--- config.mk ---
export PLATFORM = sky130hd
export DESIGN_NAME = elastic_ppreg
export DESIGN_NICKNAME = d
export VERILOG_FILES = /design/src/rtl/ppreg_pkg.sv /design/src/rtl/ppreg_skid.sv /design/src/rtl/elastic_ppreg.sv
export SDC_FILE = /design/constraint.sdc
export NUM_CORES = 1
export LEC_CHECK = 0
export CORE_AREA = 2 2 118 120
export CTS_BUF_LIST = sky130_fd_sc_hd__clkbuf_4 sky130_fd_sc_hd__clkbuf_8
export DETAILED_ROUTE_END_ITERATION = 12
export DIE_AREA = 0 0 120 122
export GPL_ROUTABILITY_DRIVEN = 1
export GPL_TIMING_DRIVEN = 0
export PLACE_DENSITY = 0.87
export SETUP_SLACK_MARGIN = 0.1
export SLEW_MARGIN = 20
export SYNTH_ARGS = -nofsm -noshare
export SYNTH_HDL_FRONTEND = slang
export SYNTH_SLANG_ARGS = --single-unit
export TNS_END_PERCENT = 100
--- constraint.sdc ---
create_clock -name clk -period 2.7 [get_ports clk]
set_input_delay 0.54 -clock clk [delete_from_list [all_inputs] [get_ports clk]]
set_output_delay 0.54 -clock clk [all_outputs]
set_load 0.02 [all_outputs]
--- src/rtl/ppreg_pkg.sv ---
// Shared types for the elastic pipeline register: D->E payload layout, skid FSM states, counter helper.
// Latency: n/a (types and a pure function only).
// Backpressure: n/a.
package ppreg_pkg;

    // Packed decode->execute bundle carried as the default opaque payload.
    typedef struct packed {
        logic [4:0]  rs1;
        logic [4:0]  rs2;
        logic [4:0]  rd;
        logic [31:0] pc;
        logic [31:0] operand1;
        logic [31:0] operand2;
        logic [3:0]  mem_op;
        logic [4:0]  alu_op;
        logic [1:0]  wb_src;
        logic [3:0]  data_dependency_check;
        logic [14:0] csr_op;
    } de_payload_t;

    localparam int DE_PAYLOAD_W = $bits(de_payload_t);

    // Occupancy of the two-entry skid variant: main register, then main+skid.
    typedef enum logic [1:0] {
        EMPTY = 2'd0,
        ONE   = 2'd1,
        TWO   = 2'd2
    } skid_state_e;

    // Saturating increment for a counter of width w (w <= 32); never wraps.
    function automatic logic [31:0] bp_sat_inc(input logic [31:0] cnt, input int unsigned w);
        logic [31:0] max_v;
        max_v = (w >= 32) ? 32'hFFFF_FFFF : ((32'd1 << w) - 32'd1);
        return (cnt >= max_v) ? cnt : cnt + 32'd1;
    endfunction

endpackage

--- src/rtl/ppreg_skid.sv ---
// Two-entry skid buffer (main + skid register) with a registered in_ready; output always from main.
// Latency: 1 cycle from accept to out_valid when empty; strict FIFO order.
// Backpressure: in_ready is a flop (low only while skid is full), no combinational path from out_ready.
module ppreg_skid
    import ppreg_pkg::*;
#(
    parameter int WIDTH = DE_PAYLOAD_W
) (
    input  logic             clk,
    input  logic             nrst,
    input  logic             flush,
    input  logic             clr,
    input  logic             in_valid,
    output logic             in_ready,
    input  logic [WIDTH-1:0] in_data,
    output logic             out_valid,
    input  logic             out_ready,
    output logic [WIDTH-1:0] out_data
);

    skid_state_e      state_q;
    skid_state_e      state_d;
    logic             skid_valid_q;
    logic [WIDTH-1:0] main_q;
    logic [WIDTH-1:0] skid_q;
    logic             in_fire;
    logic             out_fire;
    logic             ld_main_in;
    logic             ld_main_skid;
    logic             ld_skid;

    assign in_ready  = ~skid_valid_q;
    assign out_valid = (state_q != EMPTY);
    assign out_data  = main_q;
    assign in_fire   = in_valid & in_ready;
    assign out_fire  = out_valid & out_ready;

    // State register; skid_valid_q mirrors "next state is TWO" so in_ready comes straight off a flop.
    always_ff @(posedge clk or negedge nrst) begin
        if (!nrst) begin
            state_q      <= EMPTY;
            skid_valid_q <= 1'b0;
        end else begin
            state_q      <= state_d;
            skid_valid_q <= (state_d == TWO);
        end
    end

    // Next-state: flush returns to EMPTY from anywhere, otherwise track occupancy.
    always_comb begin
        state_d = state_q;
        if (flush) begin
            state_d = EMPTY;
        end else begin
            case (state_q)
                EMPTY:   if (in_fire) state_d = ONE;
                ONE: begin
                    if (in_fire && !out_fire)      state_d = TWO;
                    else if (!in_fire && out_fire) state_d = EMPTY;
                end
                TWO:     if (out_fire) state_d = ONE;
                default: state_d = EMPTY;
            endcase
        end
    end

    // Load decode: which register captures what this cycle (nothing while flushing).
    always_comb begin
        ld_main_in   = 1'b0;
        ld_main_skid = 1'b0;
        ld_skid      = 1'b0;
        if (!flush) begin
            case (state_q)
                EMPTY: ld_main_in = in_fire;
                ONE: begin
                    ld_main_in = in_fire & out_fire;
                    ld_skid    = in_fire & ~out_fire;
                end
                TWO:   ld_main_skid = out_fire;
                default: ;
            endcase
        end
    end

    // Payload registers: optional clear on flush, otherwise load only on an accepted write or skid drain.
    always_ff @(posedge clk or negedge nrst) begin
        if (!nrst) begin
            main_q <= '0;
            skid_q <= '0;
        end else if (clr) begin
            main_q <= '0;
            skid_q <= '0;
        end else begin
            if (ld_main_in)        main_q <= in_data;
            else if (ld_main_skid) main_q <= skid_q;
            if (ld_skid)           skid_q <= in_data;
        end
    end

endmodule

--- src/rtl/elastic_ppreg.sv ---
// Flow-controlled pipeline stage register with flush and a saturating backpressure counter (PPREG_SKID_EN selects 2-entry skid).
// Latency: 1 cycle from accept to out_valid.
// Backpressure: default in_ready = ~out_valid | out_ready (combinational); with PPREG_SKID_EN in_ready is registered.
module elastic_ppreg
    import ppreg_pkg::*;
#(
    parameter int WIDTH          = DE_PAYLOAD_W,
    parameter int CNT_W          = 16,
    parameter bit CLEAR_ON_FLUSH = 1'b1
) (
    input  logic             clk,
    input  logic             nrst,
    input  logic             flush,
    input  logic             in_valid,
    output logic             in_ready,
    input  logic [WIDTH-1:0] in_data,
    output logic             out_valid,
    input  logic             out_ready,
    output logic [WIDTH-1:0] out_data,
    output logic [CNT_W-1:0] bp_cnt
);

    // Payload clear is only ever requested alongside a flush.
    logic clr;
    assign clr = flush & CLEAR_ON_FLUSH;

`ifdef PPREG_SKID_EN
    ppreg_skid #(
        .WIDTH (WIDTH)
    ) u_skid (
        .clk       (clk),
        .nrst      (nrst),
        .flush     (flush),
        .clr       (clr),
        .in_valid  (in_valid),
        .in_ready  (in_ready),
        .in_data   (in_data),
        .out_valid (out_valid),
        .out_ready (out_ready),
        .out_data  (out_data)
    );
`else
    logic             valid_q;
    logic [WIDTH-1:0] data_q;
    logic             in_fire;

    assign in_ready  = ~valid_q | out_ready;
    assign in_fire   = in_valid & in_ready;
    assign out_valid = valid_q;
    assign out_data  = data_q;

    // Valid: flush kills the entry; otherwise refresh whenever the stage can accept.
    always_ff @(posedge clk or negedge nrst) begin
        if (!nrst)         valid_q <= 1'b0;
        else if (flush)    valid_q <= 1'b0;
        else if (in_ready) valid_q <= in_valid;
    end

    // Payload: optional clear on flush, load only on an accepted write that is not being flushed.
    always_ff @(posedge clk or negedge nrst) begin
        if (!nrst)                 data_q <= '0;
        else if (clr)              data_q <= '0;
        else if (in_fire && !flush) data_q <= in_data;
    end
`endif

    // Backpressure counter: cycles with a held entry the consumer refuses, excluding flush cycles.
    always_ff @(posedge clk or negedge nrst) begin
        if (!nrst)
            bp_cnt <= '0;
        else if (out_valid && !out_ready && !flush)
            bp_cnt <= CNT_W'(bp_sat_inc(32'(bp_cnt), CNT_W));
    end

endmodule

==> out/results.txt <==
RSZ-0062 raised after global routing: no
CP max FO: 7
Worst-Margin Slew: 0.511 ns
synth top area cells: dfrtp_1, a22o_1, buf_2, xor2_1, xnor2_1
Cell Area, Synth: 5780 µm²
Post-synth top cells: dfrtp_1, a22o_1, buf_2
grt ovf: 0
# hold bufs at CTS: 0
Final Setup Violations: 0
Lkg Pwr: 0.00426 µW
Die ar.: 14600 µm²
Die Width: 120 µm
EDFF count, synth: 0
Seq. cell area: 3950 µm²
Fmax: 407 MHz
clock root buffer: clkbuf_8
Die Height: 122 µm
Vias: 4778
share of layout cells above drive strength 1: 8.22%
CTS max path bufs: 2
I/O Buffers: 303
r2r worst-path depth: 7
min Tclk post-route: 2.46 ns
flops & latches, synth: 158
post-DP HPWL: 13400 µm
Overall Power: 5430 µW
share of the yosys chip area belonging to registers: 68.5%
Setup CP Type: in -> out
antenna violations before repair: 0
Pre-Repair DR Iteration Count: 4
register-to-register setup slack: 0.73 ns
worst reg2reg path endpoint: out_data[95]
P&R area growth vs syn: 63.8%
TritonCTS Buffers: 17
critical path launch point type: primary input
Hold Worst Slack: 0.0273 ns
Cell variety after synth: 30
asr flop ratio synth: 100%
status: complete, no violations
post-CTS sizing: 0
initial core utilization: 42.8%
first-pass GRT wire length: 27100 µm
# fillers: 915
Final Cell Area: 9460 µm²
CTS tree: built
Final ANT Viol Nets: 0
Hold Crit Class: in -> async
CTS sink cnt: 158
I/O pin count: 305
Clk Latency, worst-skew pair: 0.43 ns
site row count: 43
Most used DFF post-synth: dfrtp_1
count leader, synth: dfrtp_1
Yosys top cell area share: 68.5%
Max Cap Violations: 0
Overall Global Routing Usage: 24.0%
syn_nets: 542
vias per cell: 5.25
worst path required time: 2.16 ns
GP Congestion: 0.782
Post-CTS Setup Inserts: 0
Initial DRC Count: 260
Final Cycle Share: 91.1%
Critical R2R Launch: out_valid
final wirelength: 17600 µm
DP Area: 9070 µm²
core area: 13500 µm²
Syn Inst Count: 395
pwr dens: 574 nW/µm²
Clk pin slew, worst setup/hold paths: 0.08 ns
vias in the first global route: 4986
WL per Instance: 19.4 µm
Max Slew Vio Count: 0
Crit path arrival time: 1.92 ns
ant diodes: 0
area occupied by multi-input gates: 1660 µm²
DR DRC count: 0
Max transition margin: 65.8%
clock skew: 0.00542 ns
Worst setup EP type: output pin
Post-layout nets: 865
Final Hold Viols: 0
Ys Warns: 0
Max H-tree Level: 4
Yosys top cell by area: dfrtp_1
Worst VDD drop: 350 µV
syn_area_per_cell: 14.6 µm²
pin count of the biggest net entering global routing: 98
[power by group]
part	internal [µW]	switching, µW	total [µW]
Combinational	580	497	1080
Clock	884	839	1720
Sequential	2520	111	2630
[critical path, cell delays in order]
cell             delay (ns)
clkdlybuf4s50_1        0.47
nand2b_1               0.10
buf_2                  0.18
clkdlybuf4s50_1        0.63
[area by class of cell]
type                            count  share of cell area [%]
Sequential cell                   158                    41.8
Timing Repair Buffer              304                    32.4
Multi-Input combinational cell    202                    17.6
Clock buffer                       21                    2.92
Tap cell                          180                    2.38
Buffer                             32                    1.55
Clock inverter                     10                    1.22
Inverter                            3                   0.119
[routing by layer]
layer | track usage, % | vias to the layer above | part of all wire, %
met2 | 40.3 | 248 | 50
met4 | 8.75 | 0 | 2.3
met3 | 9.08 | 28 | 9.2
met5 | 0 | - | 0
met1 | 28.2 | 2350 | 39
li1 | - | 2152 | -
[worst max-delay path by stage]
stage	depth (start not counted)	slack [ns]	endpoint	startpoint
after floorplan	5	0.78	bp_cnt[1]	bp_cnt[0]
after global placement	1	-4.87	out_data[117]	nrst
after detailed placement	8	0.04	out_data[95]	out_ready
after CTS	4	0.24	in_ready	out_ready
after global routing	4	0.19	in_ready	out_ready
final	4	0.24	in_ready	out_ready
[logic make-up (layout without fill, tap and decap cells)]
logic type	count (synthesis)	in the layout	synth area share [%]
flops	158	158	68.5
compound gates	147	147	22.1
simple gates	39	39	4.09
buf+inv	35	370	2.73
xor+xnor	13	13	1.97
mux	2	2	0.390
fa+ha+maj	1	1	0.217
[cell usage in the layout, fill, tap and decap left out, drive strengths merged, types with 2 or more instances in the layout]
cell and n:
clkinvlp 3, clkdlybuf4s50 302, nor2 5, and4 2, clkbuf 32, nand2 5
xnor2 5, clkinv 5, inv 3, nand4 5, nand3 7, a22o 141
a21oi 2, nor3b 2, dfrtp 158, mux2 2, xor2 8, buf 23
nor3 8, bufinv 2
[flip-flops by register name, indices dropped and copies added (netlist names)]
| signal | cells |
|---|---|
| bp_cnt | 16 |
| out_data | 141 |
| out_valid | 1 |
[per-stage QoR]
step                      TNS [ns]  worst slack (ns)  utilization [%]  instances
after global placement     -766.58             -4.87             66.9        878
after detailed placement         0            0.0425             67.1        879
after global routing             0             0.191             70.0        910
final                            0             0.241             70.0        910
after floorplan                  0             0.780                -        395
after CTS                        0             0.245             70.0        910
(Power assumes the default switching activity.)
